**config.mk**
```make
export PLATFORM = sky130hd
export DESIGN_NAME = pc_unit
export DESIGN_NICKNAME = d
export VERILOG_FILES = /design/src/rtl/pc_pkg.sv /design/src/rtl/pc_ras.sv /design/src/rtl/pc_unit.sv
export SDC_FILE = /design/constraint.sdc
export NUM_CORES = 1
export LEC_CHECK = 0
export CAP_MARGIN = 20
export CORE_MARGIN = 2
export CORE_UTILIZATION = 37
export CTS_CLUSTER_DIAMETER = 150
export DETAILED_ROUTE_END_ITERATION = 7
export PLACE_DENSITY = 0.77
export SLEW_MARGIN = 20
export SYNTH_ARGS = -nofsm -noshare
export SYNTH_HDL_FRONTEND = slang
export SYNTH_HIERARCHICAL = 1
export SYNTH_SLANG_ARGS = --single-unit
```
**constraint.sdc**
```tcl
create_clock -name clk -period 2.4 [get_ports clk]
set_clock_uncertainty 0.2 [all_clocks]
set_input_delay 0.36 -clock clk [delete_from_list [all_inputs] [get_ports clk]]
set_output_delay 0.36 -clock clk [all_outputs]
set_load 0.03 [all_outputs]
```
**src/rtl/pc_pkg.sv**
```systemverilog
// pc_pkg: shared state encoding, default vectors and alignment helper for pc_unit.
package pc_pkg;
    typedef enum logic [1:0] {BOOT, RUN, HALT} state_t;
    localparam logic [31:0] DEF_RESET_VEC = 32'h0000_0000;
    localparam logic [31:0] DEF_EXC_VEC = 32'h0000_0080;
    function automatic int align_bits(input int step);
        return $clog2(step);
    endfunction
endpackage

```
**src/rtl/pc_ras.sv**
```systemverilog
// pc_ras: circular return-address stack; a push when full overwrites the oldest entry.
module pc_ras #(
    parameter int WIDTH = 32,
    parameter int DEPTH = 4
) (
    input  logic             clk,
    input  logic             reset,
    input  logic             push,
    input  logic             pop,
    input  logic             replace,
    input  logic [WIDTH-1:0] din,
    output logic [WIDTH-1:0] top,
    output logic             empty,
    output logic             full
);
    localparam int PW = $clog2(DEPTH);
    logic [WIDTH-1:0] mem [DEPTH];
    logic [PW-1:0] sp;
    logic [PW-1:0] tp;
    logic [PW:0] occ;
    assign tp = sp - PW'(1);
    assign top = mem[tp];
    assign empty = occ == '0;
    assign full = occ == (PW+1)'(DEPTH);
    always_ff @(posedge clk or posedge reset) begin
        if (reset) begin
            sp <= '0;
            occ <= '0;
        end else if (push) begin
            sp <= sp + PW'(1);
            occ <= full ? occ : occ + (PW+1)'(1);
        end else if (pop) begin
            sp <= tp;
            occ <= occ - (PW+1)'(1);
        end
    end
    always_ff @(posedge clk) begin
        if (push)
            mem[sp] <= din;
        else if (replace)
            mem[tp] <= din;
    end
endmodule

```
**src/rtl/pc_unit.sv**
```systemverilog
// pc_unit: fetch program counter with BOOT/RUN/HALT control, prioritised redirects and alignment check.
// Define PC_RAS_EN to add the pc_ras return-address stack for call/ret.
module pc_unit
    import pc_pkg::*;
#(
    parameter int WIDTH = 32,
    parameter int STEP = 4,
    parameter logic [WIDTH-1:0] RESET_VEC = WIDTH'(DEF_RESET_VEC),
    parameter logic [WIDTH-1:0] EXC_VEC = WIDTH'(DEF_EXC_VEC),
    parameter int RAS_DEPTH = 4
) (
    input  logic             clk,
    input  logic             reset,
    input  logic             stall,
    input  logic             halt,
    input  logic             resume,
    input  logic             br_taken,
    input  logic [WIDTH-1:0] br_target,
    input  logic             jmp,
    input  logic [WIDTH-1:0] jmp_target,
    input  logic             call,
    input  logic             ret,
    input  logic             exc,
    output logic [WIDTH-1:0] count,
    output logic [WIDTH-1:0] count_next,
    output logic             valid,
    output logic             misalign,
    output logic             ras_err
);
    localparam int AB = align_bits(STEP);
    localparam logic [WIDTH-1:0] LOW = WIDTH'((1 << AB) - 1);
    state_t state, state_n;
    logic [WIDTH-1:0] count_n, ras_top;
    logic valid_n, mis_n, err_n, rq, ras_empty, go, unused_ras;
    assign count_next = count + WIDTH'(STEP);
    assign go = state == RUN & ~exc & ~halt;
`ifdef PC_RAS_EN
    logic ras_full, ras_push, ras_pop, ras_rep, jc;
    assign rq = ret;
    assign jc = jmp & call;
    assign ras_push = go & jc & (~ret | ras_empty);
    assign ras_pop = go & ret & ~ras_empty & ~jc;
    assign ras_rep = go & ret & ~ras_empty & jc;
    assign unused_ras = ras_full;
    pc_ras #(.WIDTH(WIDTH), .DEPTH(RAS_DEPTH)) u_ras (
        .clk(clk),
        .reset(reset),
        .push(ras_push),
        .pop(ras_pop),
        .replace(ras_rep),
        .din(count_next),
        .top(ras_top),
        .empty(ras_empty),
        .full(ras_full)
    );
`else
    assign rq = 1'b0;
    assign ras_top = '0;
    assign ras_empty = 1'b1;
    assign unused_ras = ^{call, ret, RAS_DEPTH[0]};
`endif
    always_comb begin
        state_n = state;
        valid_n = valid;
        count_n = count;
        mis_n = 1'b0;
        err_n = 1'b0;
        if (state == BOOT) begin
            state_n = RUN;
            valid_n = 1'b1;
        end else if (exc) begin
            state_n = RUN;
            valid_n = 1'b1;
            count_n = EXC_VEC;
        end else if (state == HALT) begin
            state_n = resume & ~halt ? RUN : HALT;
            valid_n = resume & ~halt;
            count_n = resume & ~halt ? count_next : count;
        end else if (halt) begin
            state_n = HALT;
            valid_n = 1'b0;
        end else begin
            count_n = rq ? (ras_empty ? count_next : ras_top) :
                      jmp ? jmp_target & ~LOW :
                      br_taken ? br_target & ~LOW :
                      stall ? count : count_next;
            mis_n = ~rq & (jmp ? |(jmp_target & LOW) : br_taken & |(br_target & LOW));
            err_n = rq & ras_empty;
        end
    end
    always_ff @(posedge clk or posedge reset) begin
        if (reset) begin
            state <= BOOT;
            count <= RESET_VEC;
            valid <= 1'b0;
            misalign <= 1'b0;
            ras_err <= 1'b0;
        end else begin
            state <= state_n;
            count <= count_n;
            valid <= valid_n;
            misalign <= mis_n;
            ras_err <= err_n;
        end
    end
endmodule

```
After elaboration in Yosys (flattened, before gate mapping) --
Cells that the tools add are included.
Word-level totals: bits in registers 36, input port bits 74, output and inout bits 67, logic and storage cells 39
Cells by class: add/sub/neg operators 1, eq/ne operators 4, multiplexer cells 21, bitwise gates (word level) 4, reductions and logical operators 5
Operator list (count):
- $mux W32 | 7
- $add A32 B3 Y32 const B | 1
- $mux W2 | 5
- $mux W1 | 9
- $ne A5 B1 Y1 const B | 1
- $reduce_and A4 Y1 | 1
- $reduce_bool A4 Y1 | 1
- $reduce_or A2 Y1 | 2
- $ne A3 B1 Y1 const B | 1
- $ne A3 B2 Y1 const B | 1
- $and A1 B1 Y1 | 2
- $eq A2 B2 Y1 const B | 1
- $logic_not A2 Y1 | 1
- $not A1 Y1 | 2

Depth between registers and ports, before layout --
Gate-level depths: netlist (run 1).
depth after elaboration 7, gate-level depth with buffers 8, mapped depth without buffers 6

Worst setup path after synthesis (run 1) --
OpenSTA, ideal clock, no wires.
path type reg2out, start point reg count[2], end point out count_next[22], arrival 2463 ps, setup slack -623 ps, stages on the path, launching flop included 7, buffers on the path 1, path through dfrtp_1 ha_1 nand3_1 or4_4 buf_6 nor3_1 xor2_1
On the way: cells in the longest elaborated chain, start to end 1
RTL lines:
- start: declaration | RTL line pc_unit.sv:24 | output logic [WIDTH-1:0] count,
- start signal: assignment | RTL line pc_unit.sv:100 | count <= count_n;
- $add A32 B3 Y32 | RTL line pc_unit.sv:35 | assign count_next = count + WIDTH'(STEP);
- end: declaration | RTL line pc_unit.sv:25 | output logic [WIDTH-1:0] count_next,
No other way between the ends.

Final worst setup path (run 1) --
start point reg count[7], end point out count_next[30]
Same word-level chain as after synthesis.

==> impl_results.md, run 1 <==
* Power Dens Cells at 440 nW/um^2
* Via density at 5.68
* Max Slew Vio Count at 0
* Worst min-delay path class: in2async
* FILL cells at 559
* Clock latency at the later pin of the worst-skew pair at 0.30 ns
* Maximum vdd drop at 0.000279 V
* CTS tree: yes
* Pwr Total at 0.00239 W
* CP endpoint: count_next[30]
* Worst setup path startpoint: count[7]
* Status: finished with violations
* Syn-to-layout area delta at 89.7%
* GRT Residual Overflow at 0
* Max Buffers Root-to-Sink at 2
* Crit path required time at 1.84 ns
* # rows at 32
* Met2 WL post-DR at 5880 um
* Violated checks: setup timing
* Setup CP Type: reg2out
* Antenna Cells at 0
* Leak pwr at 2.45 nW
* Post-synth EDFFs at 0
* Number of global-route vias before repair at 3802
* Initial Util at 0.377
* Register area share after synthesis at 0.288
* Cts bufs inserted at 5
* Final worst path period share at 1.10
* Uppermost layer routed: met4
* Crit path arrival time at 2.07 ns
* CTS Sinks at 33
* Seq cells post-synth at 33
* Final wirelength at 11900 um
* Critical R2R Capture: count[21]
* Post-route setup TNS at -2.67 ns
* Pre-Repair DR Iteration Count at 5
* Mapped cell area at 2870 um^2
* Max Cap Violations at 0
* # H-tree levels at 2
* Final HPWL DP at 8760 um
* Routed len/inst at 17.5 um
* DRT iter0 DRCs at 375
* Post-layout min period at 2.63 ns
* Final setup vio count at 22
* Die footprint at 8470 um^2
* Initial antenna violation count at 0
* R2r startpoint: count[3]
* DP Worst Slack at -0.0856 ns
* Setup crit start kind: flip-flop
* Share of layout cells above drive strength 1 at 0.349
* Fmax at 380 MHz
* Routed wl met3 at 776 um
* Final Hold Vio Count at 0
* # DRC at 0
* Pin count of the biggest net entering global routing at 34
* Syn Inst Count at 373
* Post-DRT Antenna Nets at 0
* Top Ports at 141
* Ys Warns at 6
* Non-filler cells in the finished layout at 678
* Reg2Reg Depth at 9
* First-pass GRT wire length at 18700 um
* Synth async-reset ratio at 1.00
* Root Buffer: clkbuf_8
* Mapped Avg Cell Area at 7.69 um^2
* Critical Path Fanout Max at 5
* Unrepaired setup endpoints after global routing: true
* Final Worst Setup Slack at -0.233 ns
* Synth cell types at 59
* Chip height at 92.0 um
* Metal-1 WL at 4900 um
* Vias at 3853
* RePlAce Congestion at 0.939
* Total track usage at 0.276
* Die W at 92.0 um
* Ys flop type: dfrtp_1
* Worst-path clk slew at 0.08 ns
* R2R Setup Slk at -0.01 ns
* Layout Nets at 650
* Core area at 7610 um^2
* Inst Count DP at 648
* Port bufs at 133
* Worst Setup End Kind: output port
sequential cells by signal (all words and copies together) (netlist names):
name / count
count: 30
misalign: 1
state: 1
valid: 1
layout make-up:
cell class	count	area, um^2	share of cell area
inverter	9	33.8	0.00621
multi-input combinational	301	2280	0.419
tap	102	128	0.0235
clock buffer	8	90.1	0.0166
timing repair buffer	225	2060	0.379
sequential	33	848	0.156
cells in the mapped netlist (4+ instances only):
cell type	instances	area, um^2
o21ai_0	24	120
nor2b_1	4	25.0
or2_2	6	37.5
or3_1	5	31.3
a22oi_1	11	82.6
nor2_1	33	124
dfrtp_1	33	826
o22ai_1	16	100
nand3_1	12	60.1
buf_4	5	37.5
a21o_1	7	52.6
and2_1	9	56.3
xnor2_1	11	96.3
a21oi_1	13	65.1
nor4_1	5	31.3
nand2_1	34	128
a31oi_1	4	25.0
buf_2	8	40.0
nor3b_1	5	37.5
nand4_1	11	68.8
and3_1	7	43.8
o311ai_0	5	43.8
inv_1	9	33.8
nand2b_1	6	37.5
a211o_1	4	35.0
a311oi_1	4	35.0
nor3_1	10	50.1
clkbuf_1	21	78.8
xor2_1	9	78.8
cell families (layout without fill, tap and decap cells):
| logic type | count (synthesis) | after routing | synth area share |
|---|---|---|---|
| AOI/OAI and AO/OA | 117 | 117 | 0.280 |
| other | 1 | 5 | 0.00131 |
| xor gates and xnor gates | 20 | 20 | 0.0611 |
| DFF | 33 | 33 | 0.288 |
| adders and majority gates | 1 | 1 | 0.00436 |
| buffers and inverters | 44 | 242 | 0.0702 |
| and+or+nand+nor | 157 | 158 | 0.295 |
metal layers:
| layer | global-route usage | vias to the layer above |
|---|---|---|
| li1 | - | 1791 |
| met1 | 0.359 | 1830 |
| met2 | 0.458 | 200 |
| met3 | 0.0460 | 32 |
| met4 | 0.104 | 0 |
| met5 | 0 | - |
per-stage QoR:
step / utilization / hold slack, ns / cell area [um^2]
3_3_place_gp: 0.644 / 0.382 / 4900
5_1_grt: 0.715 / 0.325 / 5440
3_5_place_dp: 0.644 / 0.399 / 4900
2_1_floorplan: - / 0.233 / 3140
6_report: 0.715 / 0.255 / 5440
4_1_cts: 0.686 / 0.286 / 5220
critical path, stage by stage (launching register included):
cell and delay [ns]:
dfrtp_2 0.41, nand3_4 0.11, or4_4 0.67, nor4_4 0.27
xor2_2 0.17, buf_6 0.15
power by group:
| group | internal, W | switching (W) |
|---|---|---|
| clock network | 0.000234 | 0.000228 |
| logic | 0.000582 | 0.000659 |
| registers | 0.000621 | 0.0000709 |
worst min path at each step:
stage / start / endpoint / slack (ns) / cells after the start
finish: reset / count[14] / 0.25 / 3
global route: reset / count[14] / 0.33 / 3
CTS: reset / count[14] / 0.29 / 3
detailed placement: count[31] / count[31] / 0.40 / 1
global placement: count[31] / count[31] / 0.38 / 1
floorplan: halt / misalign / 0.23 / 1
cell usage in the layout, fill, tap and decap left out, types with 6 or more instances in the layout:
master	n
nand2_1	30
nor3_4	6
nor2_1	31
buf_6	27
and2_1	8
o22ai_1	16
clkbuf_8	6
clkdlybuf4s50_1	105
nand4_1	11
o21ai_0	24
inv_1	9
a21oi_1	13
dfrtp_1	15
buf_4	88
a21o_1	7
dfrtp_2	18
a22oi_1	11
nand3_1	9
repair_timing:
action | 4_1_cts | 5_1_grt
hold buffers | 0 | 0
buffers inserted | 6 | 15
endpoints found under the setup margin | 25 | 25
resized for setup | 48 | 42
cloned | 1 | 0
pin swaps | 11 | 19
No activity file was read; power rests on OpenSTA's default activity.
==> run 2, diff against run 1 <==
==> constraint.sdc (replaced) <==
create_clock -name clk -period 2.4 [get_ports clk]
set_clock_uncertainty 0.2 [all_clocks]
set_input_delay 0.48 -clock clk [delete_from_list [all_inputs] [get_ports clk]]
set_output_delay 0.48 -clock clk [all_outputs]
set_load 0.03 [all_outputs]
==> impl_results.md, run 2 (synthesis gave the netlist of run 1 again) <==
* Status: finished with violations
* Violated checks: setup timing
* Worst Setup End Kind: output port
* WHS Path Cells at 1
* Max Cap Violations at 0
* Fmax at 351 MHz
* Routed len/inst at 19.4 um
* Final HPWL DP at 9110 um
* Final wirelength at 13500 um
* Most frequent cells in the layout: clkdlybuf4s50_1 (103), buf_4 (103), buf_6 (30)
* Top reg by flops: count
* Max Buffers Root-to-Sink at 2
* Antenna Cells at 0
* Slew @ Worst Pin at 0.529 ns
* Maximum vdd drop at 0.000318 V
* Final Util at 0.747
* Final Hold Vio Count at 0
* Non-filler cells in the finished layout at 695
* Final setup vio count at 27
* R2r startpoint: state[1]
* Number of global-route vias before repair at 3912
* Chip height at 92.0 um
* Initial antenna violation count at 0
* Critical Path Slowest Stage Cell: nor4_2
* Worst-path cell chain: buf_4 > nand4_1 > nor4_2 > nor2b_1 > or2_2 > clkdlybuf4s18_2
* # rows at 32
* Die W at 92.0 um
* Post-layout min period at 2.85 ns
* Inst Count DP at 666
* FF/Latch Area at 851 um^2
* Crit path required time at 1.72 ns
* Reg2Reg Depth at 6
* Hold EP: count[21]
* Layout Nets at 667
* Via density at 5.94
* Final Worst Setup Slack at -0.452 ns
* Top Ports at 141
* Pwr Total at 0.00247 W
* Vias at 4129
* Slew HR at 0.643
* CTS tree: yes
* Port bufs at 133
* First-pass GRT wire length at 19800 um
* GRT Residual Overflow at 0
* Post-DRT Antenna Nets at 0
* Worst min-delay path class: reg2reg
* Power Dens Cells at 434 nW/um^2
* CP peak stage delay at 0.41 ns
* Total track usage at 0.297
* Critical Path Fanout Max at 3
* CTS Sinks at 33
* CP delay by family, top: simple AND/OR/NAND/NOR gates
* Min-delay src: count[21]
* Critical R2R Capture: count[9]
* Cts bufs inserted at 5
* Root Buffer: clkbuf_8
* Die footprint at 8470 um^2
* Unrepaired setup endpoints after global routing: true
* Leak pwr at 2.60 nW
* Clock latency at the later pin of the worst-skew pair at 0.30 ns
* Setup CP Type: reg2out
* # DRC at 0
* Initial Util at 0.377
* Crit path arrival time at 2.17 ns
* DRT iter0 DRCs at 335
* Max reg flops at 30
* Worst-path clk slew at 0.07 ns
* Setup crit start kind: flip-flop
* FILL cells at 524
* # H-tree levels at 2
* Syn-to-layout area delta at 98.2%
* Final worst path period share at 1.19
* Max Slew Vio Count at 0
* Area occupied by multi-input gates at 2380 um^2
* Pre-Repair DR Iteration Count at 6
* Core area at 7610 um^2
* Pin count of the biggest net entering global routing at 34
* Share of layout cells above drive strength 1 at 0.398
* R2R Setup Slk at -0.03 ns
* RePlAce Congestion at 0.928
* CP bufs+invs at 2
-- run 2: changes by cell type in the layout (fill, tap and decap cells not counted), sizes merged --
cell	delta
buf	+18
clkbuf	-4
clkdlybuf4s50	-2
clkinv	+2
clkdlybuf4s18	+1
dlygate4sd2	+1
dlymetal6s2s	+1
-- run 2: through the flow --
step	TNS, ns	setup slack (ns)	hold WS (ns)	area, um^2
after detailed placement	-6.35	-0.271	0.344	5070
after global placement	-4.46	-0.218	0.328	5070
after CTS	-4.98	-0.350	0.357	5550
after global routing	-8.43	-0.495	0.394	5680
after floorplan	-1.69	-0.228	0.353	3180
final	-6.74	-0.452	0.370	5680
-- run 2: worst max-delay path by stage --
stage | start | to | slack, ns | depth (start not counted)
2_1_floorplan | count[10] | count_next[30] | -0.23 | 6
3_3_place_gp | jmp | count[11] | -0.22 | 8
3_5_place_dp | jmp | count[28] | -0.27 | 7
4_1_cts | count[3] | count_next[22] | -0.35 | 6
5_1_grt | count[3] | count_next[15] | -0.49 | 6
6_report | count[3] | count_next[15] | -0.45 | 6
-- run 2: final cells by class --
cell class,instances,share of cell area
multi-input combinational,301,0.419
timing repair buffer,242,0.388
sequential,33,0.150
tap,102,0.0225
clock buffer,6,0.0128
inverter,9,0.00594
clock inverter,2,0.00176
-- run 2: worst reg2reg max path, stage by stage, from the launching register on --
cell	delay (ns)
dfrtp_1	0.47
nor2b_1	0.25
buf_4	0.24
nor2_2	0.08
buf_4	0.19
o311ai_0	0.52
o21ai_0	0.29
-- run 2: report_power, final --
group	leakage (nW)	switching, W	internal, W
logic	2.15	0.000718	0.000631
registers	0.405	0.0000655	0.000621
clock network	0.0450	0.000232	0.000201
total	2.60	0.00102	0.00145
-- run 2: layer usage --
layer	global-route usage	part of all wire	vias to the layer above
li1	-	-	1820
met1	0.372	0.38	1968
met2	0.512	0.49	277
met3	0.0493	0.086	64
met4	0.113	0.047	0
met5	0	0	-
-- run 2: what timing repair did --
action | CTS | global route
hold buffers | 0 | 0
buffers inserted | 15 | 5
setup endpoints to repair | 26 | 37
gates resized for setup | 84 | 23
gates cloned | 0 | 1
pin swaps | 18 | 12
